File: config.mk
export PLATFORM = sky130hd
export DESIGN_NAME = decode_hazard_unit_flat
export DESIGN_NICKNAME = d
export VERILOG_FILES = /design/src/rtl/decode_hazard_if.sv /design/src/rtl/decode_hazard_unit.sv /design/src/flat_wrapper.sv
export SDC_FILE = /design/constraint.sdc
export NUM_CORES = 1
export LEC_CHECK = 0
export ABC_AREA = 1
export BUFFER_PORTS_ARGS = -buffer_cell sky130_fd_sc_hd__buf_2
export CAP_MARGIN = 20
export CORE_MARGIN = 2
export CORE_UTILIZATION = 30
export CTS_CLUSTER_DIAMETER = 80
export DETAILED_ROUTE_END_ITERATION = 8
export PLACE_DENSITY = 0.69
export SETUP_SLACK_MARGIN = 0.2
export SYNTH_ARGS = -nofsm -noshare
export SYNTH_HDL_FRONTEND = slang
export SYNTH_SLANG_ARGS = --single-unit
export TNS_END_PERCENT = 30
File: constraint.sdc
create_clock -name clk -period 2.1 [get_ports clk]
set_input_delay 0.42 -clock clk [delete_from_list [all_inputs] [get_ports clk]]
set_output_delay 0.42 -clock clk [all_outputs]
set_load 0.005 [all_outputs]
File: src/rtl/decode_hazard_if.sv
// Fetch/execute-facing bundle of the decode stage: instruction in, fetch steering
// back out, and the ID pipeline register toward execute.
interface decode_hazard_if #(
  parameter int unsigned ADDRW = 8,
  parameter int unsigned REGW  = 5,
  parameter int unsigned CNTW  = 8
);
  logic [23:0]      ins;
  logic             zero_flag;
  logic             pc_mux_sel;
  logic [ADDRW-1:0] jmp_loc;
  logic             Stall;
  logic             Stall_pm;
  logic             id_valid;
  logic [4:0]       id_opcode;
  logic [REGW-1:0]  id_rd;
  logic [REGW-1:0]  id_rs1;
  logic [REGW-1:0]  id_rs2;
  logic [8:0]       id_imm;
  logic             id_reg_write;
  logic             id_mem_read;
  logic             id_mem_write;
  logic             id_sets_flag;
  logic             halted;
  logic [CNTW-1:0]  stall_count;

  modport master (
    output ins, zero_flag,
    input  pc_mux_sel, jmp_loc, Stall, Stall_pm,
    input  id_valid, id_opcode, id_rd, id_rs1, id_rs2, id_imm,
    input  id_reg_write, id_mem_read, id_mem_write, id_sets_flag,
    input  halted, stall_count
  );

  modport slave (
    input  ins, zero_flag,
    output pc_mux_sel, jmp_loc, Stall, Stall_pm,
    output id_valid, id_opcode, id_rd, id_rs1, id_rs2, id_imm,
    output id_reg_write, id_mem_read, id_mem_write, id_sets_flag,
    output halted, stall_count
  );
endinterface

File: src/rtl/decode_hazard_unit.sv
// Instruction decode stage: decodes ins into the ID register, resolves JMP/BZ,
// inserts one-cycle bubbles for load-use and flag-use hazards, and implements HALT.
module decode_hazard_unit #(
  parameter int unsigned ADDRW = 8,
  parameter int unsigned REGW  = 5,
  parameter int unsigned CNTW  = 8
) (
  input logic             clk,
  input logic             reset,
  decode_hazard_if.slave  bus
);

  localparam logic [4:0] OP_NOP   = 5'b00000;
  localparam logic [4:0] OP_LOAD  = 5'b10000;
  localparam logic [4:0] OP_STORE = 5'b10001;
  localparam logic [4:0] OP_ADDI  = 5'b10010;
  localparam logic [4:0] OP_JMP   = 5'b11000;
  localparam logic [4:0] OP_BZ    = 5'b11001;
  localparam logic [4:0] OP_HLT   = 5'b11111;
  localparam logic [CNTW-1:0] CNT_MAX = '1;

  typedef enum logic {RUN, HALT} state_t;

  typedef struct packed {
    logic            valid;
    logic [4:0]      opcode;
    logic [REGW-1:0] rd;
    logic [REGW-1:0] rs1;
    logic [REGW-1:0] rs2;
    logic [8:0]      imm;
    logic            reg_write;
    logic            mem_read;
    logic            mem_write;
    logic            sets_flag;
  } id_reg_t;

  state_t          state_q, state_d;
  id_reg_t         id_q, id_d, dec;
  logic [CNTW-1:0] stall_cnt_q;
  logic            stall, pc_sel;
  logic [ADDRW-1:0] jmp_loc;

  logic [4:0]      opcode;
  logic [REGW-1:0] rd, rs1, rs2;
  logic is_alu, is_load, is_store, is_addi, is_jmp, is_bz, is_hlt;
  logic reads_rs1, reads_rs2, load_use, flag_use, hazard;

  // Field extraction and opcode classification of the incoming instruction
  always_comb begin
    opcode    = bus.ins[23:19];
    rd        = REGW'(bus.ins[18:14]);
    rs1       = REGW'(bus.ins[13:9]);
    rs2       = REGW'(bus.ins[8:4]);
    is_alu    = (opcode != OP_NOP) && (opcode[4] == 1'b0);
    is_load   = (opcode == OP_LOAD);
    is_store  = (opcode == OP_STORE);
    is_addi   = (opcode == OP_ADDI);
    is_jmp    = (opcode == OP_JMP);
    is_bz     = (opcode == OP_BZ);
    is_hlt    = (opcode == OP_HLT);
    reads_rs1 = is_alu | is_load | is_store | is_addi;
    reads_rs2 = is_alu | is_store;

    dec           = '0;
    dec.valid     = 1'b1;
    dec.opcode    = opcode;
    dec.rd        = rd;
    dec.rs1       = rs1;
    dec.rs2       = rs2;
    dec.imm       = bus.ins[8:0];
    dec.reg_write = (is_alu | is_load | is_addi) & (rd != '0);
    dec.mem_read  = is_load;
    dec.mem_write = is_store;
    dec.sets_flag = is_alu | is_addi;

    // r0 in ID never produces a hazard
    load_use = id_q.valid & id_q.mem_read & (id_q.rd != '0) &
               ((reads_rs1 & (rs1 == id_q.rd)) | (reads_rs2 & (rs2 == id_q.rd)));
    flag_use = is_bz & id_q.valid & id_q.sets_flag;
    hazard   = load_use | flag_use;
  end

  // Next state, fetch steering and ID register input; everything low in reset
  always_comb begin
    state_d = state_q;
    stall   = 1'b0;
    pc_sel  = 1'b0;
    jmp_loc = '0;
    id_d    = '0;
    if (!reset) begin
      jmp_loc = ADDRW'(bus.ins[7:0]);
      case (state_q)
        HALT: stall = 1'b1;
        RUN: begin
          if (hazard) begin
            stall = 1'b1;
          end else if (is_jmp || (is_bz && bus.zero_flag)) begin
            pc_sel = 1'b1;
          end else if (is_hlt) begin
            state_d = HALT;
          end else if (!is_bz) begin
            id_d = dec;
          end
        end
      endcase
    end
  end

  always_ff @(posedge clk) begin
    if (reset) begin
      state_q     <= RUN;
      id_q        <= '0;
      stall_cnt_q <= '0;
    end else begin
      state_q <= state_d;
      id_q    <= id_d;
      if (stall && (stall_cnt_q != CNT_MAX)) begin
        stall_cnt_q <= CNTW'(stall_cnt_q + CNTW'(1));
      end
    end
  end

  assign bus.pc_mux_sel   = pc_sel;
  assign bus.jmp_loc      = jmp_loc;
  assign bus.Stall        = stall;
  assign bus.Stall_pm     = stall;
  assign bus.id_valid     = id_q.valid;
  assign bus.id_opcode    = id_q.opcode;
  assign bus.id_rd        = id_q.rd;
  assign bus.id_rs1       = id_q.rs1;
  assign bus.id_rs2       = id_q.rs2;
  assign bus.id_imm       = id_q.imm;
  assign bus.id_reg_write = id_q.reg_write;
  assign bus.id_mem_read  = id_q.mem_read;
  assign bus.id_mem_write = id_q.mem_write;
  assign bus.id_sets_flag = id_q.sets_flag;
  assign bus.halted       = (state_q == HALT);
  assign bus.stall_count  = stall_cnt_q;

endmodule

File: src/flat_wrapper.sv
// flat-port wrapper written by rule: the top's interface ports become plain ports
module decode_hazard_unit_flat 
#(
  parameter int unsigned ADDRW = 8,
  parameter int unsigned REGW  = 5,
  parameter int unsigned CNTW  = 8
)
  (clk, reset, bus_ins, bus_zero_flag, bus_pc_mux_sel, bus_jmp_loc, bus_Stall, bus_Stall_pm, bus_id_valid, bus_id_opcode, bus_id_rd, bus_id_rs1, bus_id_rs2, bus_id_imm, bus_id_reg_write, bus_id_mem_read, bus_id_mem_write, bus_id_sets_flag, bus_halted, bus_stall_count);
  decode_hazard_if #(.ADDRW(ADDRW), .REGW(REGW), .CNTW(CNTW)) bus_i ();
  input logic clk;
  input logic reset;
  input wire logic [$bits(bus_i.ins)-1:0] bus_ins;
  input wire logic [$bits(bus_i.zero_flag)-1:0] bus_zero_flag;
  output wire logic [$bits(bus_i.pc_mux_sel)-1:0] bus_pc_mux_sel;
  output wire logic [$bits(bus_i.jmp_loc)-1:0] bus_jmp_loc;
  output wire logic [$bits(bus_i.Stall)-1:0] bus_Stall;
  output wire logic [$bits(bus_i.Stall_pm)-1:0] bus_Stall_pm;
  output wire logic [$bits(bus_i.id_valid)-1:0] bus_id_valid;
  output wire logic [$bits(bus_i.id_opcode)-1:0] bus_id_opcode;
  output wire logic [$bits(bus_i.id_rd)-1:0] bus_id_rd;
  output wire logic [$bits(bus_i.id_rs1)-1:0] bus_id_rs1;
  output wire logic [$bits(bus_i.id_rs2)-1:0] bus_id_rs2;
  output wire logic [$bits(bus_i.id_imm)-1:0] bus_id_imm;
  output wire logic [$bits(bus_i.id_reg_write)-1:0] bus_id_reg_write;
  output wire logic [$bits(bus_i.id_mem_read)-1:0] bus_id_mem_read;
  output wire logic [$bits(bus_i.id_mem_write)-1:0] bus_id_mem_write;
  output wire logic [$bits(bus_i.id_sets_flag)-1:0] bus_id_sets_flag;
  output wire logic [$bits(bus_i.halted)-1:0] bus_halted;
  output wire logic [$bits(bus_i.stall_count)-1:0] bus_stall_count;
  assign bus_i.ins = bus_ins;
  assign bus_i.zero_flag = bus_zero_flag;
  assign bus_pc_mux_sel = bus_i.pc_mux_sel;
  assign bus_jmp_loc = bus_i.jmp_loc;
  assign bus_Stall = bus_i.Stall;
  assign bus_Stall_pm = bus_i.Stall_pm;
  assign bus_id_valid = bus_i.id_valid;
  assign bus_id_opcode = bus_i.id_opcode;
  assign bus_id_rd = bus_i.id_rd;
  assign bus_id_rs1 = bus_i.id_rs1;
  assign bus_id_rs2 = bus_i.id_rs2;
  assign bus_id_imm = bus_i.id_imm;
  assign bus_id_reg_write = bus_i.id_reg_write;
  assign bus_id_mem_read = bus_i.id_mem_read;
  assign bus_id_mem_write = bus_i.id_mem_write;
  assign bus_id_sets_flag = bus_i.id_sets_flag;
  assign bus_halted = bus_i.halted;
  assign bus_stall_count = bus_i.stall_count;
  decode_hazard_unit #(.ADDRW(ADDRW), .REGW(REGW), .CNTW(CNTW)) u_core (.clk(clk), .reset(reset), .bus(bus_i));
endmodule
## Word level (Yosys, flattened, before mapping)

Cells that the tools add are included.

- Bits in registers: 43
- Output and inout bits: 54
- Word-level logic and storage cells: 62

- $add $sub $neg: 1
- Equal/unequal tests: 9
- Multiplexer cells: 13
- Bitwise operators: 18
- Reduce and logical (&&, ||, !) cells: 9

Operators by type and width:

| cell | count |
|---|---|
| two-way mux 34 bit | 1 |
| equality test 5 bit (second input constant) | 6 |
| nonzero test 5 bit | 3 |
| equality test 5 bit | 2 |
| two-way mux 1 bit | 10 |
| adder 8 x 1 -> 8 bit (second input constant) | 1 |
| bitwise AND 1 bit | 8 |
| two-way mux 8 bit | 1 |
| inequality test 8 bit (second input constant) | 1 |
| bitwise OR 1 bit | 8 |
| OR reduction 6 bit | 1 |
| OR reduction 5 bit | 1 |
| logical AND 1 bit | 3 |
| inverter 1 bit | 2 |
| one-hot mux 1 bit (2 select lines) | 1 |
| logical OR 1 bit | 1 |

## Logic depth before layout (Yosys ltp)

Gate-level depths: netlist (run 1).

- Depth in word-level cells: 13
- Gate-level depth with buffers: 17
- Gate-level depth less buffers: 17

## Least setup slack after synthesis (run 1)

OpenSTA, ideal clock, no wires.

- Kind: input to output
- Start: input bus_ins[21]
- End: output bus_Stall_pm
- Arrival time: 1,849 ps
- Data required time: 1,680 ps
- Setup slack: -169 ps
- Stages: 13
- Buffers on the path: 1
- Path through: nor2_2 > inv_1 > nor3_1 > inv_1 > ha_1 > nand3_1 > nand3_1 > nand2_1 > nand2_1 > nand3_2 > nand2_1 > inv_1 > buf_4

- Longest elaborated chain between the ends: 12

Ends and longest elaborated chain:

| what | line | RTL |
|---|---|---|
| from (decl) | flat_wrapper.sv:12 | `input wire logic [$bits(bus_i.ins)-1:0] bus_ins;` |
| nonzero test 5 bit | decode_hazard_unit.sv:54 | `is_alu = (opcode != OP_NOP) && (opcode[4] == 1'b0);` |
| logical AND 1 bit | decode_hazard_unit.sv:54 |  |
| bitwise OR 1 bit (3 in series) | decode_hazard_unit.sv:61 | `reads_rs1 = is_alu \| is_load \| is_store \| is_addi;` |
| bitwise AND 1 bit | decode_hazard_unit.sv:78 | `((reads_rs1 & (rs1 == id_q.rd)) \| (reads_rs2 & (rs2 == id_q.rd)));` |
| bitwise OR 1 bit | decode_hazard_unit.sv:78 |  |
| bitwise AND 1 bit | decode_hazard_unit.sv:77 | `load_use = id_q.valid & id_q.mem_read & (id_q.rd != '0) &` |
| bitwise OR 1 bit * | decode_hazard_unit.sv:80 | `hazard = load_use \| flag_use;` |
| two-way mux 1 bit * | decode_hazard_unit.sv:95 | `if (hazard) begin` |
| one-hot mux 1 bit (2 select lines) * | decode_hazard_unit.sv:92 | `case (state_q)` |
| two-way mux 1 bit * | decode_hazard_unit.sv:90 | `if (!reset) begin` |
| to (decl) | flat_wrapper.sv:17 | `output wire logic [$bits(bus_i.Stall_pm)-1:0] bus_Stall_pm;` |

Every way passes the cells marked *; elsewhere a longest branch is shown, timed or not.

## Worst setup path in the final report (run 1)

- Start: input bus_ins[21]
- End: output bus_pc_mux_sel

- Longest elaborated chain between the ends: 12

Ends and longest elaborated chain:

| what | line | RTL |
|---|---|---|
| nonzero test 5 bit | decode_hazard_unit.sv:54 |  |
| logical AND 1 bit | decode_hazard_unit.sv:54 |  |
| bitwise OR 1 bit (3 in series) | decode_hazard_unit.sv:61 |  |
| bitwise AND 1 bit | decode_hazard_unit.sv:78 |  |
| bitwise OR 1 bit | decode_hazard_unit.sv:78 |  |
| bitwise AND 1 bit | decode_hazard_unit.sv:77 |  |
| bitwise OR 1 bit | decode_hazard_unit.sv:80 |  |
| two-way mux 1 bit * | decode_hazard_unit.sv:95 |  |
| two-way mux 1 bit * | decode_hazard_unit.sv:92 |  |
| two-way mux 1 bit * | decode_hazard_unit.sv:90 |  |
| to (decl) | flat_wrapper.sv:14 | `output wire logic [$bits(bus_i.pc_mux_sel)-1:0] bus_pc_mux_sel;` |

Marks and branches as above.

==> results of run 1 <==
[what timing repair did]
item,4_1_cts,5_1_grt
resized for setup,15,22
setup endpoints to repair,34,39
buffers inserted,3,1
pin swaps,5,8
[final cells by class]
| class | instances | area [um2] |
|---|---|---|
| inverter | 42 | 165 |
| clock buffer | 6 | 82.6 |
| sequential | 38 | 761 |
| fill | 560 | 2960 |
| multi-input combinational | 136 | 856 |
| clock inverter | 1 | 30.0 |
| tap | 72 | 90.1 |
| timing repair buffer | 100 | 594 |
[layout by cell type (no fill, tap or decap), types with 7 or more instances in the layout]
cell type	n
buf_2	76
buf_4	17
dfxtp_1	38
inv_1	32
inv_2	8
nand2_1	24
nand2_2	7
nand3_1	7
nand3_2	9
nor2_1	31
nor2_2	22
[Yosys cell counts]
cell,number
dfxtp_1,38
inv_1,37
nand2_1,33
nor2_1,32
nor2_2,22
nand3_1,14
buf_4,6
xor2_1,6
xnor2_1,5
a21oi_1,3
ha_1,3
inv_2,3
nand3_2,3
nand4_1,3
o21ai_0,3
a31oi_1,2
buf_6,2
nor3_1,2
a21boi_2,1
clkbuf_1,1
clkinv_1,1
inv_4,1
nand3_4,1
nor2_4,1
nor4_1,1
o211ai_1,1
[stage by stage]
stage	setup WS [ns]	TNS, ns
after floorplan	-0.0277	-0.0456
after global placement	-0.275	-4.94
after detailed placement	-0.331	-7.37
after CTS	-0.198	-0.439
after global routing	-0.318	-0.756
final	-0.183	-0.405
[registers in the layout (all words and copies together) (netlist names), 5 cells and up]
name                    flops
u_core.bus.id_imm           9
u_core.bus.stall_count      8
u_core.bus.id_opcode        5
u_core.bus.id_rd            5
u_core.bus.id_rs1           5
[worst min path at each step]
stage	startpoint	to	slack, ns	cells past startpoint
2_1_floorplan	u_core.bus.stall_count[1]$_SDFFE_PP0P_	u_core.bus.stall_count[1]$_SDFFE_PP0P_	0.49	2
3_3_place_gp	u_core.bus.stall_count[1]$_SDFFE_PP0P_	u_core.bus.stall_count[1]$_SDFFE_PP0P_	0.49	2
3_5_place_dp	u_core.bus.stall_count[1]$_SDFFE_PP0P_	u_core.bus.stall_count[1]$_SDFFE_PP0P_	0.50	2
4_1_cts	bus_ins[9]	u_core.bus.id_rs1[0]$_SDFF_PP0_	0.35	3
5_1_grt	bus_ins[15]	u_core.bus.id_rd[1]$_SDFF_PP0_	0.37	3
6_report	bus_ins[9]	u_core.bus.id_rs1[0]$_SDFF_PP0_	0.36	3
[critical path, delay by kind of cell]
kind,cells,cell delay (ns)
adders and majority gates,1,0.27
AOI/OAI and AO/OA,1,0.15
buffers and inverters,4,0.35
and+or+nand+nor,7,0.66
[where the power goes]
group | switching, mW | leakage [nW] | internal, mW | total [mW]
Clock | 0.246 | 0.0573 | 0.380 | 0.626
Combinational | 0.129 | 1.03 | 0.118 | 0.247
Sequential | 0.0166 | 0.313 | 0.755 | 0.772
[metal layers]
metal / up-vias / part of all wire
met5: - / 0
met3: 5 / 0.053
li1: 871 / -
met1: 719 / 0.45
met4: 0 / 0.016
met2: 43 / 0.48
[cells by family (layout without fill, tap and decap cells)]
group,count (synthesis),in the layout,synth area share
DFF,38,38,0.439
xor gates and xnor gates,11,11,0.0556
buffers and inverters,51,149,0.134
AOI/OAI and AO/OA,10,10,0.0354
and+or+nand+nor,112,112,0.315
adders and majority gates,3,3,0.0217
==> results by group, run 1 <==
Status
  – Status: finished, violations left
  – Failing checks: setup timing

Synth
  – Cells after synthesis: 225
  – YS warnings: 0
  – Mean area per synthesized cell: 7.70 um2
  – Count of cell types in the netlist: 26
  – Share of the synthesized area in the top cell type: 0.439
  – Cell area after synthesis: 0.00173 mm2
  – Syn Nets: 255
  – Seq/Total Area, Yosys: 0.439
  – Largest cells by area after synthesis: dfxtp_1 44%, inv_1 8.0%, nor2_2 7.9%
  – #FFs+latches synth: 38
  – Biggest area consumer among synthesized cells: dfxtp_1

Timing
  – Part of the cycle the worst path needs: 1.09
  – Setup violators final: 3
  – Final Critical Period: 2.28 ns
  – Rel. slew slack: 0.755
  – Worst hold margin: 0.365 ns
  – Final worst-path setup slack: -0.183 ns
  – Final Hold Viols: 0
  – Achievable Freq: 0.438 GHz
  – RSZ-0062 raised after global routing: yes
  – Max Slew Vio Count: 0
  – Setup Skew: 0.00939 ns
  – Worst Tran Pin Value: 0.363 ns

Route
  – Vias: 1638
  – DR iter-0 viols: 42
  – WL final: 4.15 mm
  – Vias per inst: 4.15
  – Antenna Violating Nets Remaining: 0
  – Remaining routing DRC violations: 0
  – Drt first pass iters: 4
  – Wire per inst: 10.5 um

Power
  – Tot Pwr: 1.65 mW
  – Leakage Power: 1.40 nW
  – Max VDD drop: 341 uV
  – Cell Pwr Density: 638 mW/mm2

Placed design
  – IO Port Bufs: 80
  – Placed cell area: 0.00230 mm2
  – Post-DP HPWL: 3.22 mm
  – Placer Congestion: 0.800
  – Placed cell count: 384

Clock tree
  – Max clock buf depth: 2
  – CTS tree: done
  – Sink Count: 38
  – CTS clk-pin slew, worst paths: 0.07 ns
  – Cts hold-fix bufs: 0
  – Root Buffer: clkbuf_8
  – Htree depth: 2
  – Clock Latency Late Sink: 0.29 ns
  – CTS Buf Count: 5

Setup path
  – Worst EP arrival: 1.86 ns
  – Crit-path max FO: 2
  – Critical Path RT: 1.68 ns
  – Startpoint types: input port
  – Crit Path Class: in -> out
  – Crit-path max cell delay: 0.27 ns
  – Slowest stage cell, crit path: ha_4
  – FF-to-FF Start: u_core.bus.id_rd[3]$_SDFF_PP0_
  – End point of the critical path: bus_pc_mux_sel
  – Origin of the worst setup path: bus_ins[21]
  – Critical Path End Type: output port
  – Worst R2R End: u_core.bus.stall_count[0]$_SDFFE_PP0P_
  – Crit-path cells: buf_8, nor2_4, inv_2, nor3_4, inv_2, ha_4, nand3_2, nand3_2, nand2_2, a21boi_2, nand3_2, nor3_2, buf_2
  – Most frequent CP cell: nand3_2
  – FF-to-FF path depth: 17
  – Worst reg2reg setup slack: 0.35 ns

Global route
  – Met3 Usage GRT: 0.0317
  – First-pass GRT wire length: 6.64 mm
  – Met1 usage: 0.156
  – Initial antenna violation count: 0
  – Vias in the first global route: 1512
  – Grt total ovfl: 0
  – Largest net degree at the start of global routing: 29
  – Global routing usage on met2: 0.230
  – GR peak layer: met2
  – Total Routing Usage GR: 0.132

Floorplan
  – Core Box Area: 0.00554 mm2
  – Die Height: 80 um
  – Starting density of the core: 0.313
  – I/O pin cnt: 81
  – Full die area: 0.00640 mm2
  – Core Rows: 27
  – Die width: 80 um

Final layout
  – Post-route insts no fill: 395
  – Fin util: 0.465
  – Fin nets: 353
  – Area growth from synthesis to final layout: 48.8%
  – Final instance area: 0.00258 mm2
  – # diodes: 0
  – Layout cells sized above 1: 0.511

Job
  – Maxcap violations: 0

Min path
  – Min-Delay Path Class: in -> reg
Note: power is estimated with default switching activity, not from simulation.
==> run 2, diff against run 1 <==
--- a/config.mk
+++ b/config.mk
@@ -13,5 +13,5 @@
 export CTS_CLUSTER_DIAMETER = 80
 export DETAILED_ROUTE_END_ITERATION = 8
-export PLACE_DENSITY = 0.69
+export PLACE_DENSITY = 0.67
 export SETUP_SLACK_MARGIN = 0.2
 export SYNTH_ARGS = -nofsm -noshare
==> constraint.sdc (replaced) <==
create_clock -name clk -period 2.1 [get_ports clk]
set_input_delay 0.105 -clock clk [delete_from_list [all_inputs] [get_ports clk]]
set_output_delay 0.105 -clock clk [all_outputs]
set_load 0.005 [all_outputs]
==> results by group, run 2 (synthesized netlist as in run 1, its figures left out) <==
Floorplan
  – Starting density of the core: 0.313
  – Die Height: 80 um
  – I/O pin cnt: 81
  – Core Rows: 27
  – Full die area: 0.00640 mm2
  – Die width: 80 um
  – Core Box Area: 0.00554 mm2

Timing
  – RSZ-0062 raised after global routing: yes
  – Setup violators final: 0
  – Part of the cycle the worst path needs: 0.854
  – Final Critical Period: 1.79 ns
  – Achievable Freq: 0.558 GHz
  – Final Hold Viols: 0
  – Fin Setup TNS: 0 ns
  – Max Slew Vio Count: 0
  – Setup Skew: 0.00494 ns
  – Worst Tran Pin Value: 0.423 ns
  – Rel. slew slack: 0.715

Final layout
  – Post-route insts no fill: 380
  – Fin util: 0.417
  – Layout cells sized above 1: 0.419
  – Fin nets: 337
  – # diodes: 0
  – Most frequent cells in the layout: 80 x buf_2, 37 x inv_1, 35 x dfxtp_1
  – Commonest non-fill, non-tap cell in the layout: buf_2
  – Max reg flops: 9
  – Area growth from synthesis to final layout: 33.4%

Global route
  – Met3 Usage GRT: 0.0362
  – Initial antenna violation count: 0
  – GR peak layer: met2
  – Met1 usage: 0.151
  – Largest net degree at the start of global routing: 29
  – Global routing usage on met2: 0.200
  – First-pass GRT wire length: 6.01 mm
  – Total Routing Usage GR: 0.120
  – Vias in the first global route: 1337
  – Grt total ovfl: 0

Setup path
  – Worst reg2reg setup slack: 0.34 ns
  – Worst EP arrival: 1.69 ns
  – Crit Path Class: in -> out
  – FF-to-FF path depth: 11
  – Worst R2R End: u_core.bus.id_sets_flag$_SDFF_PP0_
  – Cell count along the critical path: 13
  – FF-to-FF Start: u_core.bus.id_rd[1]$_SDFF_PP0_
  – Slowest stage cell, crit path: ha_1
  – Startpoint types: input port
  – Crit-path max cell delay: 0.29 ns
  – Crit-path cells: buf_2, nor2_2, inv_1, nor3_2, inv_1, ha_1, nand3_1, nand3_1, nand2_1, a21boi_2, nand3_2, nor3_2, buf_2
  – Critical Path End Type: output port
  – Crit-path max FO: 3
  – End point of the critical path: bus_pc_mux_sel
  – Critical Path RT: 2.00 ns
  – Cell family with most CP delay: simple AND/OR/NAND/NOR gates
  – Worst Path Buf+Inv: 4
  – Origin of the worst setup path: bus_ins[21]

Power
  – Max VDD drop: 460 uV
  – Leakage Power: 1.27 nW
  – Cell Pwr Density: 691 mW/mm2

Clock tree
  – CTS Buf Count: 5
  – CTS clk-pin slew, worst paths: 0.08 ns
  – Sink Count: 38
  – Root Buffer: clkbuf_8
  – Htree depth: 2
  – CTS tree: done
  – Max clock buf depth: 2
  – Clock Latency Late Sink: 0.28 ns
  – Cts hold-fix bufs: 0

Route
  – Remaining routing DRC violations: 0
  – Antenna Violating Nets Remaining: 0
  – Wire per inst: 10.7 um
  – Drt first pass iters: 4
  – DR iter-0 viols: 35
  – WL final: 4.07 mm
  – Vias per inst: 4.10
  – Vias: 1558

Status
  – Status: finished clean

Placed design
  – Post-DP HPWL: 3.11 mm
  – IO Port Bufs: 80
  – Placer Congestion: 0.816
  – Placed cell count: 369

Min path
  – Min-Delay Path Class: in -> reg

Job
  – Maxcap violations: 0
run 2: cell types whose count changed in the layout (fill, tap and decap cells not counted), sizes merged:
cell	delta
buf	-16
clkinv	+2
clkbuf	-1
run 2: how the worst min path moves through the flow:
stage / endpoint / cells past startpoint / slack (ns) / from
after floorplan: u_core.bus.stall_count[6]$_SDFFE_PP0P_ / 1 / 0.17 / reset
after global placement: u_core.bus.id_rd[2]$_SDFF_PP0_ / 3 / 0.34 / bus_ins[16]
after detailed placement: u_core.bus.id_rd[2]$_SDFF_PP0_ / 3 / 0.34 / bus_ins[16]
after CTS: u_core.bus.id_rs1[3]$_SDFF_PP0_ / 3 / 0.04 / bus_ins[12]
after global routing: u_core.bus.id_rs1[0]$_SDFF_PP0_ / 3 / 0.04 / bus_ins[9]
final: u_core.bus.id_rd[4]$_SDFF_PP0_ / 3 / 0.04 / bus_ins[18]
run 2: per-layer routing:
layer / wire [um] / part of all wire
met5: 0 / 0
met1: 1820 / 0.45
met3: 269 / 0.066
met4: 15 / 0.0037
met2: 1970 / 0.48
run 2: tightest hold or removal path, stage by stage:
cell and delay, ns:
buf_2 0.11, inv_1 0.05, nor2_2 0.03
run 2: layout make-up:
class	instances	area, um2
multi-input combinational	136	758
sequential	38	764
clock inverter	3	40.0
timing repair buffer	84	430
fill	587	3230
inverter	42	160
tap	72	90.1
clock buffer	5	68.8
run 2: per-stage QoR:
step	hold WS (ns)	setup slack, ns	power [mW]	instance area, um2
after floorplan	0.174	0.372	0.910	1730
after global placement	0.343	0.185	0.996	2160
after detailed placement	0.343	0.105	0.998	2160
after CTS	0.0402	0.201	1.62	2270
after global routing	0.0447	0.144	1.67	2310
final	0.0432	0.306	1.60	2310
run 2: report_power, final:
group / internal [mW] / total [mW] / switching [mW]
clock: 0.350 / 0.614 / 0.264
sequential: 0.756 / 0.773 / 0.0177
combinational: 0.0931 / 0.211 / 0.118
run 2: repair_timing:
action	4_1_cts	5_1_grt
setup endpoints to repair	0	3
hold endpoints to repair	0	0
resized for setup	0	6
buffers inserted	0	3
